## config.mk

```make
export PLATFORM = sky130hd
export DESIGN_NAME = fib_sequencer
export DESIGN_NICKNAME = d
export VERILOG_FILES = /design/src/rtl/fib_sequencer.sv
export SDC_FILE = /design/constraint.sdc
export NUM_CORES = 1
export LEC_CHECK = 0
export ABC_AREA = 1
export BUFFER_PORTS_ARGS = -buffer_cell sky130_fd_sc_hd__buf_4
export CAP_MARGIN = 20
export CORE_MARGIN = 1
export CORE_UTILIZATION = 49
export DETAILED_ROUTE_END_ITERATION = 10
export GPL_ROUTABILITY_DRIVEN = 0
export PLACE_DENSITY = 0.8
export SETUP_SLACK_MARGIN = 0.4
export SLEW_MARGIN = 20
export SYNTH_ARGS = -nofsm -noshare
export SYNTH_HDL_FRONTEND = slang
export SYNTH_SLANG_ARGS = --single-unit
```

## constraint.sdc

```tcl
create_clock -name clk -period 1.8 [get_ports clk]
set_clock_uncertainty 0.15 [all_clocks]
set_input_delay 0 -clock clk [delete_from_list [all_inputs] [get_ports clk]]
set_output_delay 0 -clock clk [all_outputs]
set_load 0.03 [all_outputs]
```

## src/rtl/fib_sequencer.sv

```systemverilog
// Control FSM that sequences the register-file + ALU datapath to fill r0..r(NUM_TERMS-1)
// with the Fibonacci series, one write per cycle, and tracks the last written register.
module fib_sequencer #(
  parameter int unsigned ADDR_W    = 4,
  parameter int unsigned NUM_TERMS = 16
) (
  input  logic              clk,
  input  logic              reset,
  input  logic              start,
  input  logic              hold,
  output logic [ADDR_W-1:0] ra_addr,
  output logic [ADDR_W-1:0] rb_addr,
  output logic [ADDR_W-1:0] wr_addr,
  output logic              wr_en,
  output logic [1:0]        alu_op,
  output logic              imm_sel,
  output logic              imm_val,
  output logic              busy,
  output logic              done,
  output logic [ADDR_W-1:0] disp_addr
);

  typedef enum logic [2:0] {
    S_IDLE  = 3'd0,
    S_INIT0 = 3'd1,
    S_INIT1 = 3'd2,
    S_CALC  = 3'd3,
    S_DONE  = 3'd4
  } state_t;

  localparam logic [1:0]        OP_ADD    = 2'b00;
  localparam logic [1:0]        OP_PASS_B = 2'b11;
  localparam logic [ADDR_W-1:0] LAST_IDX  = ADDR_W'(NUM_TERMS - 1);

  state_t            state_q, state_d;
  logic [ADDR_W-1:0] idx_q, idx_d;

  // State, index and display-address registers; disp_addr follows every committed write.
  always_ff @(posedge clk or posedge reset) begin
    if (reset) begin
      state_q   <= S_IDLE;
      idx_q     <= '0;
      disp_addr <= '0;
    end else begin
      state_q <= state_d;
      idx_q   <= idx_d;
      if (wr_en) disp_addr <= wr_addr;
    end
  end

  // Next-state and Moore output decode; hold stalls every busy state and masks the write.
  always_comb begin
    state_d = state_q;
    idx_d   = idx_q;
    ra_addr = '0;
    rb_addr = '0;
    wr_addr = '0;
    wr_en   = 1'b0;
    alu_op  = OP_ADD;
    imm_sel = 1'b0;
    imm_val = 1'b0;
    busy    = 1'b0;
    done    = 1'b0;

    case (state_q)
      S_IDLE: begin
        if (start) begin
          state_d = S_INIT0;
          idx_d   = '0;
        end
      end

      S_INIT0: begin
        busy    = 1'b1;
        wr_en   = ~hold;
        imm_sel = 1'b1;
        alu_op  = OP_PASS_B;
        if (!hold) state_d = S_INIT1;
      end

      S_INIT1: begin
        busy    = 1'b1;
        wr_en   = ~hold;
        wr_addr = ADDR_W'(1);
        imm_sel = 1'b1;
        imm_val = 1'b1;
        alu_op  = OP_PASS_B;
        if (!hold) begin
          state_d = S_CALC;
          idx_d   = ADDR_W'(2);
        end
      end

      S_CALC: begin
        busy    = 1'b1;
        wr_en   = ~hold;
        ra_addr = idx_q - ADDR_W'(2);
        rb_addr = idx_q - ADDR_W'(1);
        wr_addr = idx_q;
        if (!hold) begin
          // Final term: idx stays put so DONE keeps showing the last addresses.
          if (idx_q == LAST_IDX) state_d = S_DONE;
          else                   idx_d   = idx_q + ADDR_W'(1);
        end
      end

      S_DONE: begin
        done    = 1'b1;
        ra_addr = idx_q - ADDR_W'(2);
        rb_addr = idx_q - ADDR_W'(1);
        wr_addr = idx_q;
        if (start) begin
          state_d = S_INIT0;
          idx_d   = '0;
        end
      end

      default: state_d = S_IDLE;
    endcase
  end

endmodule

```

# Yosys cells after proc, flatten, opt, wreduce, memory -nomap -nowiden
# Cells that the tools add are included.
# classes
addsub,3
eq_ne,11
n_mux,20
bitwise,1
reduce_logical,8
# ops
cell,n
4-bit 2-to-1 mux,6
3-bit 2-to-1 mux,5
3-bit one-hot mux with 4 select lines,1
4-bit one-hot mux with 3 select lines,1
"2-bit != test, second input constant",5
5-bit AND reduction,2
4-bit one-hot mux with 2 select lines,1
"3-bit by 2-bit equality test with 1-bit output, second input constant",2
2-bit OR reduction,3
1-bit 2-to-1 mux,5
"4-bit by 1-bit adder with 4-bit output, second input constant",1
"4-bit equality test, second input constant",1
"4-bit by 1-bit subtractor with 4-bit output, second input constant",1
"4-bit by 2-bit subtractor with 4-bit output, second input constant",1
"3-bit by 1-bit equality test with 1-bit output, second input constant",1
"3-bit equality test, second input constant",1
3-bit logical NOT,1
3-bit nonzero test,1
3-bit OR reduction,1
2-bit 2-to-1 mux,1
"2-bit by 1-bit != test with 1-bit output, second input constant",1
1-bit NOT,1
# totals
regBits,11
inputBits,4
output_inout_bits,23
word_cells,46

# Longest topological paths before layout
# depth
word_depth,4
ltp_mapped,8
mapped_depth_nobuf,7

# Least setup slack after synthesis
# OpenSTA, ideal clock, no wires.
# synth_timing
path_type,register to output
startpoint,reg state_q[0]
endpoint,out rb_addr[3]
t_arrival_ns,1.754
slack_ns,-0.104
path_stages_with_launch,6
n_path_buf,2
path_cell_list,dfrtp_1 -> buf_6 -> nor3_4 -> nor2_2 -> buf_6 -> nor3_1
# synth_via
elab_chain_len,3
elab_cells_between_ends,4
classes_between,2 x eq/ne; 1 x mux; 1 x reduce/logical
# synth_lines
element,line_no,text
start: declaration,35,"state_t state_q, state_d;"
start signal: assignment,45,state_q <= state_d;
3-bit equality test or 3-bit by 2-bit equality test with 1-bit output (tied branches),65,case (state_q)
2-bit OR reduction (no line) (*),-,
4-bit 2-to-1 mux (*),-,
end: declaration,12,"output logic [ADDR_W-1:0] rb_addr,"
# Mark *: on every way between the ends. The rest lies on a longest branch, timed or not.

# Final worst setup path
# layout_timing
startpoint,reg state_q[0]
endpoint,reg idx_q[2]
# layout_via
elab_chain_len,4
elab_cells_between_ends,12
classes_between,7 x eq/ne; 1 x mux; 4 x reduce/logical
# layout_lines
element,line_no,text
3-bit equality test or 3-bit logical NOT (tied branches),65,
2-bit OR reduction (no line),-,
2-bit by 1-bit != test with 1-bit output (no line) or 3-bit nonzero test (tied branches),-,
5-bit AND reduction (no line),-,
end signal: assignment,46,idx_q <= idx_d;
end: declaration,36,"logic [ADDR_W-1:0] idx_q, idx_d;"
# Parallel ways exist; a longest one is shown, timed or not.
# A chain may end at the register's enable or synchronous reset.

==> run summary <==
The run finished, with violations left. The checks that failed: design-rule violations. The wire-length estimate of the detail-placed layout is 1472 um.

TritonCTS built the clock tree. The detailed router's first-iteration violation count is 78. The worst supply voltage drop on vdd came out at 1.723 mV. The total wire length after detailed routing is 3949 um. The worst reg2reg path endpoint is idx_q[2]. The chip height is 43.82 um. The critical path in this run is classified as flip-flop to flip-flop. The total number of H-tree levels is 1. The number of cells produced by synthesis is 122. Of the total power, the clock network draws 0.058. The count of buffer and inverter cells on the critical path came out at 1.

The number of buffers inserted during clock tree synthesis came out at 3. The critical path launch point type is a flip-flop. The fraction of power spent switching nets came out at 0.5459. Setup repair after global routing could not meet its margin everywhere. The number of warnings reported in the yosys synthesis log came out at 0. For the pin with the worst max-slew slack, the measured transition is 0.4242 ns.

Entering global routing, the biggest net connects 13 pins. The highest clock frequency the design can meet came out at 580.4 MHz. The clock net in this run drives a total of 11 sinks.

The number of antenna-violating nets in the routed design came out at 0. The cell count along the critical path is 7. Across every metal layer, demand over resource in global routing totals 0.2842. The critical path's slowest cell is dfrtp_2. The number of instances in the placed design is 162. The via count of the first global-routing pass came out at 867.

The type of the worst min-delay path is primary input to async pin. The setup TNS is 0 ns. The per-instance average area after synthesis is 7.025 um^2. The type of destination of the critical path is a flip-flop. Summed over all nets, the switching power comes to 1.666 mW. The count of cell types in the netlist came out at 21.

The number of antenna diodes in the final layout is 0. The clock passes through at most 2 buffers. Max-cap violations in this run came to 0. In the routed layout, each cell is associated on average with a via count of 6.304. In the finished design, the share of the clock period the worst path needs comes to 0.9572. The count of buffers inserted at the top-level ports is 26.

The count of final hold-check violations is 0. After the last flow step, the layout net total stands at 175. The global-route congestion overflow total came out at 0.

The master cell of the clock root buffer is clkbuf_4. Counting every net in the synthesized netlist gives 131. The number of detailed-routing iterations run before antenna repair is 8. The number of cell rows came out at 14. The worst reg-to-reg path cell count came out at 7. The clock period could shrink to 1.723 ns. The average routed wire per standard cell is 21.82 um. The sequential element share of the synthesized area came out at 0.3212. The number of top-level pins is 27.

The part of the total power dissipated in sequential elements is 0.144. The largest fanout of any net on the critical path came out at 6. The leakage power came out at 0.7388 nW.

The overall die width came out at 43.82 um. Traced cell by cell, the critical path runs through buf_6, nor2_4, nor2_2, nor2_4, nand2_2, nand2_1, nand2_1. Clock-pin slew was measured on the worst setup and hold paths at 0.08 ns. The area growth from synthesis to layout is 78.69%.

After detailed routing, the number of remaining DRC violations is 3. The clock reaches the later pin of the worst-skew pair after 0.28 ns. The normalized max-slew margin is 0.7169. The share of total power dissipated in combinational logic is 0.797. The cell internal power dissipation came out at 1.386 mW. At the worst endpoint, the required time is 1.81 ns. The detailed router placed 1,141 vias in this run. The area of the placeable core came out at 1577 um^2. The cell area after synthesis came out at 857.1 um^2. The flop and latch count out of synthesis came out at 11. The overall power after layout came out at 3.052 mW. The maximum single-stage delay on the critical path is 0.49 ns. The non-filler instance count after layout came out at 181. The die covers 1920 um^2. The kind of cell adding the most delay to the critical path is simple AND/OR/NAND/NOR gates. For this design the ratio of total power to cell area is 1993 nW/um^2. The number of antenna violations at the first check in global routing is 0. For flop-to-flop paths, the worst setup slack is 0.08 ns. The count of pins over their slew limit came out at 0. The setup violation total in the final timing report is 0. The data arrival at the endpoint of the critical path came out at 1.74 ns. The initial utilization of the core area, before any placement, comes to 0.5437. The ratio of cells with drive above 1 in the final layout is 0.6061. The number of fill cells in the layout is 27. In this run the critical register-to-register path is launched from state_q[0]. The wire length of the first global-routing pass is 3946 um.
==> area by class of cell <==
class                   instances  area, um^2  share of cell area
clock buffers                   4       26.28             0.01716
inverters                      15       63.81             0.04167
multi-input cells              88       668.1              0.4363
flip-flops and latches         11       282.8              0.1846
well taps                      16       20.02             0.01307
repair buffers                 47       470.5              0.3072
==> worst reg2reg max path, stage by stage, from the launching register on <==
cell,delay [ns]
dfrtp_2,0.49
buf_6,0.16
nor2_4,0.19
nor2_2,0.09
nor2_4,0.19
nand2_2,0.12
nand2_1,0.14
nand2_1,0.07
==> layout by cell type, fill, tap and decap left out, types with 3 or more instances in the layout <==
| master | count |
|---|---|
| nand3_1 | 8 |
| clkbuf_4 | 3 |
| nor2_4 | 11 |
| inv_2 | 5 |
| buf_4 | 21 |
| nand2_1 | 25 |
| inv_1 | 7 |
| nand4_1 | 5 |
| nand2_4 | 3 |
| buf_6 | 22 |
| dfrtp_2 | 6 |
| nor2_1 | 5 |
| dfrtp_1 | 5 |
| a21oi_1 | 3 |
| nor2_2 | 5 |
| nand2_2 | 7 |
| inv_4 | 3 |
==> repair_timing <==
action | in CTS | in global routing
setup buffers | 4 | 8
resized for setup | 47 | 24
gates cloned | 0 | 1
pin swaps | 6 | 8
endpoints found under the hold margin | 15 | 0
endpoints found under the setup margin | 29 | 28
hold buffers | 2 | 0
==> power by group through the flow <==
| stage | clock network (mW) | registers (mW) | logic (mW) |
|---|---|---|---|
| after floorplan | 0 | 0.403 | 1.16 |
| after global placement | 0 | 0.408 | 1.50 |
| after detailed placement | 0 | 0.409 | 1.52 |
| after CTS | 0.179 | 0.412 | 1.88 |
| after global routing | 0.185 | 0.438 | 2.52 |
| final | 0.178 | 0.440 | 2.43 |
==> registers in the layout (all words and copies together), names as in the netlist <==
name and count:
state_q 3, disp_addr 4, idx_q 4
==> metal layers <==
metal / vias to the layer above / share of wire / GRT usage
li1: 471 / - / -
met1: 523 / 0.35 / 0.3846
met2: 110 / 0.49 / 0.4448
met3: 37 / 0.095 / 0.01667
met4: 0 / 0.065 / 0.1750
met5: - / 0 / 0
==> worst max path at each step <==
stage	endpoint	slack, ns	start
floorplan	disp_addr[3]	0.14	state_q[0]
global placement	idx_q[1]	0.08	state_q[0]
detailed placement	disp_addr[1]	0.06	state_q[0]
CTS	ra_addr[3]	0.12	state_q[0]
global route	idx_q[2]	0.05	state_q[0]
finish	idx_q[2]	0.08	state_q[0]
==> kinds of logic (layout without fill, tap and decap cells) <==
logic type	count (synthesis)	count (layout)	share of synthesized area
AO/OA/AOI/OAI	7	7	0.04525
XOR/XNOR	2	2	0.02044
adder cells (fa/ha/maj)	5	5	0.07299
buffers and inverters	23	66	0.1314
flip-flops	11	11	0.3212
AND/OR/NAND/NOR	74	74	0.4088
==> synth_stat cells (all sizes together) <==
cell type,instances,area (um^2)
a21oi,5,25.02
buf,5,45.04
clkbuf,3,11.26
dfrtp,11,275.3
ha,5,62.56
inv,15,56.30
nand2,35,131.4
nand3,10,55.05
nand4,5,31.28
nor2,21,98.84
nor3,2,21.27
nor3b,1,12.51
o2111ai,1,8.760
o21ai,1,5.000
xnor2,2,17.52
==> metrics by stage <==
step	hold WS [ns]	util	setup WS (ns)	cell area (um^2)
after floorplan	-0.2976	-	0.1369	908.4
after global placement	-0.1306	0.7048	0.08239	1111
after detailed placement	-0.1214	0.7048	0.06239	1111
after CTS	0.05352	0.8619	0.1244	1359
after global routing	0.1628	0.9714	0.04895	1531
final	0.1261	0.9714	0.07700	1531
Note: power is estimated with default switching activity, not from simulation.
